$ cat src/rtl/nonce_sequencer.sv
// nonce_sequencer
// Initiator side of the hash-state accumulator protocol. Walks the three
// compression passes of a double SHA-256 (header chunk1, header chunk2 with
// nonce, padded first digest), signals the accumulators through Block and
// nonce_sig, then compares the final digest top word with the target. On a
// miss it steps the nonce and reruns only chunk2 and the second hash,
// reusing the chunk1 midstate held in the accumulators.
//
// Ports:
//   clk, rst_n            clock, asynchronous active-low reset
//   start, abort          search control (start sampled in IDLE only)
//   target_hi             unsigned digest threshold, latched at start
//   digest_hi             H0 accumulator output (final digest top word)
//   Block, nonce_sig      phase code / midstate-reuse flag to accumulators
//   load_chunk, chunk_sel core load strobe and chunk selector
//   round, round_valid    round index and execute strobe for the core
//   nonce                 nonce under test
//   busy, done            activity level and end-of-search pulse
//   found, found_nonce    search result, held until the next start
module nonce_sequencer #(
   parameter int          ROUNDS      = 64,
   parameter logic [31:0] NONCE_START = 32'h00000000,
   parameter logic [31:0] NONCE_LAST  = 32'hFFFFFFFF
) (
   input  logic        clk,
   input  logic        rst_n,
   input  logic        start,
   input  logic        abort,
   input  logic [31:0] target_hi,
   input  logic [31:0] digest_hi,
   output logic [1:0]  Block,
   output logic        nonce_sig,
   output logic        load_chunk,
   output logic [1:0]  chunk_sel,
   output logic [5:0]  round,
   output logic        round_valid,
   output logic [31:0] nonce,
   output logic        busy,
   output logic        done,
   output logic        found,
   output logic [31:0] found_nonce
);

   typedef enum logic [2:0] {S_IDLE, S_INIT, S_RND, S_ADD, S_CHECK} state_t;

   localparam logic [5:0] RLAST = 6'(ROUNDS - 1);

   state_t      state_q;
   logic [1:0]  ph_q;
   logic [1:0]  block_q;
   logic [1:0]  chunk_q;
   logic        sig_q;
   logic        load_q;
   logic        rv_q;
   logic        busy_q;
   logic        done_q;
   logic        found_q;
   logic [5:0]  round_q;
   logic [31:0] nonce_q;
   logic [31:0] tgt_q;
   logic [31:0] fnonce_q;

   logic        hit_d;
   logic        last_d;

   assign hit_d  = (digest_hi <= tgt_q);
   assign last_d = (nonce_q == NONCE_LAST);

   always_ff @(posedge clk or negedge rst_n) begin
      if (!rst_n) begin
         state_q  <= S_IDLE;
         ph_q     <= 2'd0;
         block_q  <= 2'd0;
         chunk_q  <= 2'd0;
         sig_q    <= 1'b0;
         load_q   <= 1'b0;
         rv_q     <= 1'b0;
         busy_q   <= 1'b0;
         done_q   <= 1'b0;
         found_q  <= 1'b0;
         round_q  <= 6'd0;
         nonce_q  <= NONCE_START;
         tgt_q    <= 32'd0;
         fnonce_q <= 32'd0;
      end else begin
         load_q <= 1'b0;
         done_q <= 1'b0;
         if (abort && state_q != S_IDLE) begin
            // Abort beats every other transition, including a CHECK hit.
            state_q <= S_IDLE;
            block_q <= 2'd0;
            sig_q   <= 1'b0;
            chunk_q <= 2'd0;
            rv_q    <= 1'b0;
            round_q <= 6'd0;
            busy_q  <= 1'b0;
         end else begin
            case (state_q)
               S_IDLE: begin
                  if (start) begin
                     state_q  <= S_INIT;
                     nonce_q  <= NONCE_START;
                     tgt_q    <= target_hi;
                     found_q  <= 1'b0;
                     fnonce_q <= 32'd0;
                     busy_q   <= 1'b1;
                     load_q   <= 1'b1;
                     chunk_q  <= 2'd0;
                     block_q  <= 2'd0;
                     sig_q    <= 1'b0;
                  end
               end
               S_INIT: begin
                  state_q <= S_RND;
                  ph_q    <= 2'd0;
                  round_q <= 6'd0;
                  rv_q    <= 1'b1;
               end
               S_RND: begin
                  // Block only moves on the RND->ADD edge so the accumulators
                  // see a stable phase code for the whole chunk.
                  if (round_q == RLAST) begin
                     state_q <= S_ADD;
                     block_q <= ph_q + 2'd1;
                     round_q <= 6'd0;
                     rv_q    <= 1'b0;
                  end else begin
                     round_q <= round_q + 6'd1;
                  end
               end
               S_ADD: begin
                  if (ph_q != 2'd2) begin
                     state_q <= S_RND;
                     ph_q    <= ph_q + 2'd1;
                     load_q  <= 1'b1;
                     chunk_q <= ph_q + 2'd1;
                     rv_q    <= 1'b1;
                  end else begin
                     state_q <= S_CHECK;
                  end
               end
               S_CHECK: begin
                  if (hit_d || last_d) begin
                     // A hit on the last nonce still reports found.
                     state_q  <= S_IDLE;
                     done_q   <= 1'b1;
                     found_q  <= hit_d;
                     fnonce_q <= hit_d ? nonce_q : 32'd0;
                     block_q  <= 2'd0;
                     sig_q    <= 1'b0;
                     chunk_q  <= 2'd0;
                     busy_q   <= 1'b0;
                  end else begin
                     // Next nonce: skip chunk1, the midstate is already in
                     // the accumulators; Block stays at 3 until chunk2 ends.
                     state_q <= S_RND;
                     nonce_q <= nonce_q + 32'd1;
                     sig_q   <= 1'b1;
                     ph_q    <= 2'd1;
                     load_q  <= 1'b1;
                     chunk_q <= 2'd1;
                     rv_q    <= 1'b1;
                  end
               end
               default: state_q <= S_IDLE;
            endcase
         end
      end
   end

   assign Block       = block_q;
   assign nonce_sig   = sig_q;
   assign load_chunk  = load_q;
   assign chunk_sel   = chunk_q;
   assign round       = round_q;
   assign round_valid = rv_q;
   assign nonce       = nonce_q;
   assign busy        = busy_q;
   assign done        = done_q;
   assign found       = found_q;
   assign found_nonce = fnonce_q;

endmodule

$ cat config.mk
export PLATFORM = sky130hd
export DESIGN_NAME = nonce_sequencer
export DESIGN_NICKNAME = d
export VERILOG_FILES = /design/src/rtl/nonce_sequencer.sv
export SDC_FILE = /design/constraint.sdc
export NUM_CORES = 1
export LEC_CHECK = 0
export CAP_MARGIN = 20
export CORE_MARGIN = 2
export CORE_UTILIZATION = 47
export CTS_BUF_LIST = sky130_fd_sc_hd__clkbuf_4 sky130_fd_sc_hd__clkbuf_8
export DETAILED_ROUTE_END_ITERATION = 10
export MAX_ROUTING_LAYER = met4
export PLACE_DENSITY_LB_ADDON = 0.05
export REMOVE_ABC_BUFFERS = 1
export SLEW_MARGIN = 0
export SYNTH_ARGS = -nofsm -noshare
export SYNTH_HDL_FRONTEND = slang
export SYNTH_SLANG_ARGS = --single-unit
$ cat constraint.sdc
create_clock -name clk -period 2.5 [get_ports clk]
set_input_delay 0.5 -clock clk [delete_from_list [all_inputs] [get_ports clk]]
set_output_delay 0.5 -clock clk [all_outputs]
set_load 0.005 [all_outputs]
## After elaboration in Yosys (flattened, before gate mapping)

Cells that the tools add are included.

| storage, ports and cells | value |
|---|---|
| register bits | 117 |
| input bits | 68 |
| output and inout port bits | 80 |

| cells by class | value |
|---|---|
| add/sub/neg operators | 3 |
| $lt $le $gt $ge | 1 |
| eq/ne operators | 16 |
| mux-type cells | 48 |
| bitwise gates (word level) | 1 |
| reductions and logical operators | 21 |

Operators by type and width:

| cell | count |
|---|---|
| 2-to-1 mux 32 bit | 4 |
| case mux 32 bit (2 select lines) | 2 |
| adder 32 x 1 -> 32 bit (second input constant) | 1 |
| == test 32 bit (second input constant) | 1 |
| less-or-equal comparator 32 bit | 1 |
| AND reduction 4 bit | 5 |
| 2-to-1 mux 1 bit | 18 |
| case mux 2 bit (3 select lines) | 3 |
| 2-to-1 mux 2 bit | 8 |
| inequality test 3 bit (second input constant) | 5 |
| case mux 3 bit (5 select lines) | 1 |
| 2-to-1 mux 3 bit | 4 |
| 2-to-1 mux 6 bit | 2 |
| case mux 6 bit (2 select lines) | 1 |
| nonzero test 3 bit | 4 |
| inequality test 2 bit (second input constant) | 5 |
| AND reduction 3 bit | 3 |
| nonzero test 4 bit | 2 |
| adder 6 x 1 -> 6 bit (second input constant) | 1 |
| == test 3 x 2 -> 1 bit (second input constant) | 2 |
| == test 6 bit (second input constant) | 1 |
| case mux 1 bit (2 select lines) | 3 |
| nonzero test 5 bit | 1 |
| case mux 1 bit (4 select lines) | 1 |
| 10 further kinds | 11 |

## Longest topological paths before layout

Gate-level depths: netlist of run 1.

| logic depth | value |
|---|---|
| depth after elaboration | 5 |
| depth in mapped cells | 11 |
| mapped depth without buffers | 9 |

## Least setup slack after synthesis of run 1

OpenSTA, ideal clock, no wires.

| path | value |
|---|---|
| path kind | input to register |
| from | in digest_hi[14] |
| to | reg block_q[0], in the netlist Block[0] |
| setup time | 0.128 ns |
| arrival | 2.361 ns |
| required time | 2.372 ns |
| path slack | 0.011 ns |
| cell stages on the path | 9 |
| buffers on the path | 1 |
| cell sequence | ha_1 nand4_1 or4_1 nor4_2 a31oi_1 o21ai_2 buf_6 o21ai_2 mux2_1 |

| between the ends | value |
|---|---|
| longest elaborated chain between the ends | 4 |

Ends and longest elaborated chain:

| what | RTL line | RTL |
|---|---|---|
| start: declaration | 30 | `input logic [31:0] digest_hi,` |
| less-or-equal comparator 32 bit | 66 | `assign hit_d = (digest_hi <= tgt_q);` |
| logical OR 1 bit | 143 | `if (hit_d \|\| last_d) begin` |
| inequality test 3 bit (no line) | - |  |
| AND reduction 4 bit (no line) | - |  |
| end signal: assignment | 124 | `block_q <= ph_q + 2'd1;` |
| end: declaration | 50 | `logic [1:0] block_q;` |

Every way passes these cells.
A chain may end at the register's enable or synchronous reset.

## Worst setup path after layout of run 1

| path | value |
|---|---|
| from | in digest_hi[19] |
| to | reg nonce_q[19], in the netlist nonce[19] |

| between the ends | value |
|---|---|
| longest elaborated chain between the ends | 4 |

Ends and longest elaborated chain:

| what | RTL line | RTL |
|---|---|---|
| less-or-equal comparator 32 bit | 66 |  |
| logical OR 1 bit | 143 |  |
| inequality test 2 bit (no line) | - |  |
| AND reduction 4 bit (no line) | - |  |
| end signal: assignment | 157 | `nonce_q <= nonce_q + 32'd1;` |
| end: declaration | 59 | `logic [31:0] nonce_q;` |

Every way passes these cells.

==> flow_metrics.env, run 1 <==
export IMPL_cp_max_fo=6
export IMPL_post_synth_cell_area_avg_um2=9.610
export IMPL_yosysTopAreaCell="dfrtp_1"
export IMPL_violations="setup timing"
export IMPL_async_reset_ff_share_pct=100.0
export IMPL_swShare_pct=35.26
export IMPL_relSlewSlack_pct=58.66
export IMPL_final_cells=1072
export IMPL_port_buffers=147
export IMPL_synth_seq_cells=117
export IMPL_fin_nets=986
export IMPL_gp_routability_congestion=0.9047
export IMPL_worstPathArrival_ns=3.12
export IMPL_ant_nets=0
export IMPL_numCtsBuffers=17
export IMPL_core_um2=13140
export IMPL_insertion_delay_ns=0.46
export IMPL_clock_power_share_pct=24.0
export IMPL_worst_slack_ns=-0.2434
export IMPL_dieArea_um2=14250
export IMPL_ys_warn_count=0
export IMPL_num_antenna_cells=0
export IMPL_finalCritPeriodShare_pct=109.7
export IMPL_placed_cells=1006
export IMPL_first_iter_violations=383
export IMPL_die_y_um=119.4
export IMPL_hold_slack_ns=0.02203
export IMPL_required_ns=2.88
export IMPL_overflow=0
export IMPL_p_switching_mw=2.553
export IMPL_synth_edf_count=0
export IMPL_vias_per_cell=5.491
export IMPL_synth_distinct_cells=53
export IMPL_status="finished with violations"
export IMPL_leakage_nw=4.230
export IMPL_ir_worst_vdd_mv=0.4091
export IMPL_io_pins=148
export IMPL_finalSetupViolCount=72
export IMPL_cts_root_buffer="clkbuf_8"
export IMPL_grt_max_degree=65
export IMPL_fmax_ghz=0.3645
export IMPL_cp_end_kind="flop"
export IMPL_hold_viol=0
export IMPL_p_seq_share_pct=32.0
export IMPL_min_period_ns=2.743
export IMPL_syn2layout_area_growth_pct=56.12
export IMPL_cp_start_kind="input port"
export IMPL_vias=5886
export IMPL_min_path_type="input port to asynchronous set/reset pin"
export IMPL_cts_sinks=117
export IMPL_p_per_area_nw_per_um2=741.4
export IMPL_final_cell_mix="clkdlybuf4s50_1, dfrtp_1, nand2_1"
export IMPL_chipWidth_um=119.4
export IMPL_crit_type="input port to flop"
export IMPL_htreeDepth=4
export IMPL_r2r_start="tgt_q[13]"
export IMPL_initial_core_util_pct=47.62
export IMPL_drv_slew=0
export IMPL_cts_tree="done"
export IMPL_clkTransAtPathRegs_ns=0.07
export IMPL_grt_pass1_wl_mm=29.79
export IMPL_synth_area_um2=6256
export IMPL_yosys_top_cells_area="dfrtp_1, ha_1, nand2_1, mux2i_1, a22o_1"
export IMPL_synthCells=651
export IMPL_antenna_found_initial=0
export IMPL_synth_top_area_share_pct=46.80
export IMPL_final_common_cell="clkdlybuf4s50_1"
export IMPL_crit_start="digest_hi[19]"
export IMPL_clockBufferDepth=2
export IMPL_tightest_slew_ns=0.6197
export IMPL_final_layout_size_suffix_gt1_share_pct=24.67
export IMPL_dp_hpwl_mm=12.25
export IMPL_first_global_vias=5894
export IMPL_ys_seq_area_share_pct=46.80
export IMPL_wire_per_inst_um=17.26
export IMPL_grt_usage_pct=27.21
export IMPL_combinationalPowerShare_pct=44.0
export IMPL_utilization_pct=74.34
export IMPL_fin_skew_ns=0.009819
export IMPL_rsz0062_at_grt="true"
export IMPL_maxCapViolCount=0
export IMPL_routed_wl_mm=18.50
export IMPL_ys_flop_type="dfrtp_1"
export IMPL_intPower_mw=4.688
export IMPL_drcViolationCount=0
export IMPL_first_pass_iters=5
export IMPL_rows=42
==> power by group through the flow <==
stage / registers (mW) / logic (mW) / clock network (mW)
6_report: 2.32 / 3.18 / 1.74
5_1_grt: 2.34 / 3.48 / 1.87
3_3_place_gp: 2.32 / 2.01 / 0
4_1_cts: 2.31 / 2.99 / 1.76
2_1_floorplan: 2.33 / 1.12 / 0
3_5_place_dp: 2.34 / 2.08 / 0
==> flip-flops by register name, summed over array words and instances, names as in the netlist, 2 cells and up <==
name / cells
Block: 2
chunk_sel: 2
found_nonce: 32
nonce: 32
ph_q: 2
round: 6
state_q: 3
tgt_q: 32
==> final timing paths <==
| path | end | slack, ns | cells after the start |
|---|---|---|---|
| setup / recovery | nonce[19] | -0.24 | 14 |
| hold / removal | found | 0.02 | 1 |
| setup reg to reg | nonce[19] | -0.18 | 14 |
| hold reg to reg | tgt_q[0] | 0.50 | 2 |
| max in group asynchronous | tgt_q[26] | 1.67 | 2 |
| min in group clk | tgt_q[0] | 0.50 | 2 |
==> Yosys cell counts (13+ instances only) <==
cell / n
nand2_1: 102
nor2_1: 13
a21oi_1: 30
a22o_1: 34
nand3_1: 19
mux2i_1: 31
o21ai_0: 49
clkbuf_1: 25
nand4_1: 19
dfrtp_1: 117
ha_1: 35
inv_1: 44
nand2b_1: 31
a211oi_1: 17
==> per-stage QoR <==
step | cell area, µm² | worst slack [ns] | TNS [ns] | power (mW)
floorplan | 6091 | -2.579 | -150.98 | 3.447
global placement | 8434 | -0.6999 | -44.11 | 4.328
detailed placement | 8434 | -0.8348 | -51.78 | 4.418
CTS | 9579 | -0.1874 | -8.648 | 7.062
global route | 9767 | -0.3545 | -16.25 | 7.693
finish | 9767 | -0.2434 | -10.11 | 7.241
==> area by class of cell <==
| type | instances | area [µm²] |
|---|---|---|
| Multi-Input combinational cell | 453 | 3647 |
| Clock buffer | 22 | 284.0 |
| Timing Repair Buffer | 250 | 2417 |
| Tap cell | 176 | 220.2 |
| Clock inverter | 10 | 105.1 |
| Sequential cell | 117 | 2928 |
| Fill cell | 971 | 3371 |
| Inverter | 44 | 165.2 |
==> worst max-delay path, cell delays in order <==
cell             delay [ns]
clkdlybuf4s50_1        0.43
ha_1                   0.35
nand4_1                0.15
nor4_2                 0.33
inv_1                  0.09
a31oi_1                0.16
buf_4                  0.16
o21ai_4                0.06
buf_12                 0.15
buf_12                 0.14
buf_4                  0.13
buf_8                  0.12
a21oi_4                0.12
mux2i_1                0.21
==> kinds of logic after synthesis <==
logic type / count (synthesis) / share of synthesized area [%]
AOI/OAI and AO/OA: 163 / 17.80
buffers and inverters: 81 / 5.280
muxes: 33 / 5.320
adders and majority gates: 35 / 7.000
DFF: 117 / 46.80
xor gates and xnor gates: 1 / 0.1400
and+or+nand+nor: 221 / 17.66
==> layer usage <==
layer	routed length (µm)	vias up	GRT usage (%)
met5	0	-	-
met4	309	0	9.559
met3	840	30	6.082
met2	8923	167	42.03
met1	8428	2909	35.58
li1	-	2780	-
==> repair_timing <==
item / in CTS / in global routing
hold buffers: 0 / 0
setup endpoints to repair: 75 / 76
hold endpoints to repair: 0 / 0
buffers inserted: 29 / 11
gates resized for setup: 109 / 31
cloned: 1 / 0
pin swaps: 59 / 33
(Power assumes the default switching activity.)
==> run 2, diff against run 1 <==
CAP_MARGIN = unset   (was 20)
==> results of run 2 <==
The final DEF is identical to that of run 1; final timing and power are the same.
==> run 3, diff against run 2 <==
CORE_UTILIZATION = 46   (was 47)
CTS_BUF_LIST = unset   (was sky130_fd_sc_hd__clkbuf_4 sky130_fd_sc_hd__clkbuf_8)
GPL_TIMING_DRIVEN = 0   (was unset)
SKIP_CTS_REPAIR_TIMING = 1   (was unset)
==> run 3 against run 2 <==
Wire length decreased by 2.0%. The flow still finishes with violations (setup timing). Maximum frequency up 0.62%. Count of clock-buffer cells in the layout up 5.
==> flow_metrics.env, run 3 (synthesis results as in run 1) <==
export IMPL_p_seq_share_pct=32.3
export IMPL_syn2layout_area_growth_pct=49.62
export IMPL_finalCritPeriodShare_pct=109.1
export IMPL_intPower_mw=4.846
export IMPL_r2r_start="tgt_q[15]"
export IMPL_fmax_ghz=0.3668
export IMPL_clockBufferDepth=2
export IMPL_post_dp_cell_area_um2=7930
export IMPL_violations="setup timing"
export IMPL_clock_power_share_pct=32.2
export IMPL_antenna_found_initial=0
export IMPL_insertion_delay_ns=0.41
export IMPL_dp_slack_ns=-1.282
export IMPL_gp_routability_congestion=0.8241
export IMPL_min_path_type="input port to asynchronous set/reset pin"
export IMPL_required_ns=2.79
export IMPL_die_y_um=120.6
export IMPL_n_fill_cell=987
export IMPL_numCtsBuffers=17
export IMPL_relSlewSlack_pct=39.72
export IMPL_chipWidth_um=120.6
export IMPL_initial_core_util_pct=47.24
export IMPL_cp_start_kind="flop"
export IMPL_port_buffers=147
export IMPL_cp_end_kind="flop"
export IMPL_vias=5707
export IMPL_cp_max_fo=10
export IMPL_fin_skew_ns=0.009590
export IMPL_worst_slack_ns=-0.2264
export IMPL_rows=42
export IMPL_clkTransAtPathRegs_ns=0.05
export IMPL_drv_slew=0
export IMPL_num_antenna_cells=0
export IMPL_min_period_ns=2.726
export IMPL_cts_tree="done"
export IMPL_maxCapViolCount=0
export IMPL_finalSetupViolCount=74
export IMPL_routed_wl_mm=18.12
export IMPL_combinationalPowerShare_pct=35.6
export IMPL_leakage_nw=4.031
export IMPL_drcViolationCount=0
export IMPL_cp_endpoint="nonce[19]"
export IMPL_cts_sinks=117
export IMPL_grt_pass1_wl_mm=26.51
export IMPL_tightest_slew_ns=0.9037
export IMPL_worstPathArrival_ns=3.01
export IMPL_fin_nets=920
export IMPL_r2r_setup_slack_ns=-0.23
export IMPL_r2r_cells=12
export IMPL_first_pass_iters=6
export IMPL_status="finished with violations"
export IMPL_ant_nets=0
export IMPL_crit_start="tgt_q[15]"
export IMPL_hold_viol=0
export IMPL_dieArea_um2=14550
export IMPL_final_common_cell="clkdlybuf4s50_1"
export IMPL_io_pins=148
export IMPL_route_met3_wl_mm=1.118
export IMPL_met2WireLength_mm=8.455
export IMPL_vias_per_cell=5.684
export IMPL_core_um2=13240
export IMPL_overflow=0
export IMPL_ir_worst_vdd_mv=0.4798
export IMPL_final_layout_size_suffix_gt1_share_pct=16.79
export IMPL_highest_signal_layer="met4"
export IMPL_swShare_pct=33.51
export IMPL_crit_type="flop to flop"
export IMPL_grt_max_degree=75
export IMPL_grt_usage_pct=23.55
export IMPL_htreeDepth=4
export IMPL_finalInstanceArea_um2=9360
export IMPL_dp_hpwl_mm=11.02
export IMPL_p_per_area_nw_per_um2=778.7
export IMPL_first_global_vias=5457
export IMPL_rsz0062_at_grt="true"
export IMPL_final_cell_mix="clkdlybuf4s50_1, dfrtp_1, nand2_1"
export IMPL_first_iter_violations=530
export IMPL_r2r_end="nonce[19]"
export IMPL_drt_met1_wl_mm=8.147
export IMPL_p_switching_mw=2.443
export IMPL_cts_root_buffer="clkbuf_16"
export IMPL_wire_per_inst_um=18.05
[run 3: how the worst min path moves through the flow]
stage,from,end,slack (ns),depth (start not counted)
2_1_floorplan,rst_n,Block[0],0.20,0
3_3_place_gp,chunk_sel[1],chunk_sel[1],0.47,2
3_5_place_dp,rst_n,tgt_q[6],0.45,1
4_1_cts,rst_n,tgt_q[6],0.008,1
5_1_grt,rst_n,tgt_q[5],0.03,1
6_report,rst_n,tgt_q[6],0.002,1
[run 3: metrics by stage]
| step | instances | hold WS (ns) | setup TNS [ns] | power (mW) | utilization, % |
|---|---|---|---|---|---|
| final | 1004 | 0.001898 | -12.17 | 7.289 | 70.68 |
| after global routing | 1004 | 0.02908 | -20.62 | 7.708 | 70.68 |
| after CTS | 972 | 0.008000 | -83.05 | 6.583 | 64.21 |
| after detailed placement | 942 | 0.4532 | -94.84 | 4.219 | 59.88 |
| after global placement | 937 | 0.4718 | -789.52 | 4.001 | 58.77 |
| after floorplan | 614 | 0.2044 | -150.98 | 3.447 | - |
[run 3: layout make-up]
cell class,instances,area (µm²),share of cell area (%)
Clock buffer,27,533.0,5.694
Clock inverter,3,40.04,0.4278
Inverter,44,165.2,1.764
Multi-Input combinational cell,457,3602,38.48
Sequential cell,117,2932,31.32
Tap cell,176,220.2,2.353
Timing Repair Buffer,180,1868,19.96
[run 3: per-layer routing]
metal	global-route usage, %	vias up
li1	-	2670
met1	31.20	2774
met2	35.45	228
met3	5.519	35
met4	8.648	0
met5	-	-
[run 3: critical path, cell delays in order, from the launching register on]
cell and delay (ns):
dfrtp_1 0.33, inv_1 0.07, ha_4 0.26, nand4_1 0.12, buf_4 0.17, or4_4 0.44, nor4_4 0.35, a31oi_2 0.09
o21ai_4 0.11, buf_4 0.22, buf_6 0.19, a21oi_1 0.10, mux2i_1 0.16
[run 3: power by group through the flow]
| stage | clock [mW] | combinational, mW | sequential [mW] |
|---|---|---|---|
| after floorplan | 0 | 1.12 | 2.33 |
| after global placement | 0 | 1.65 | 2.36 |
| after detailed placement | 0 | 1.86 | 2.36 |
| after CTS | 2.37 | 1.88 | 2.33 |
| after global routing | 2.47 | 2.86 | 2.38 |
| final | 2.34 | 2.59 | 2.35 |
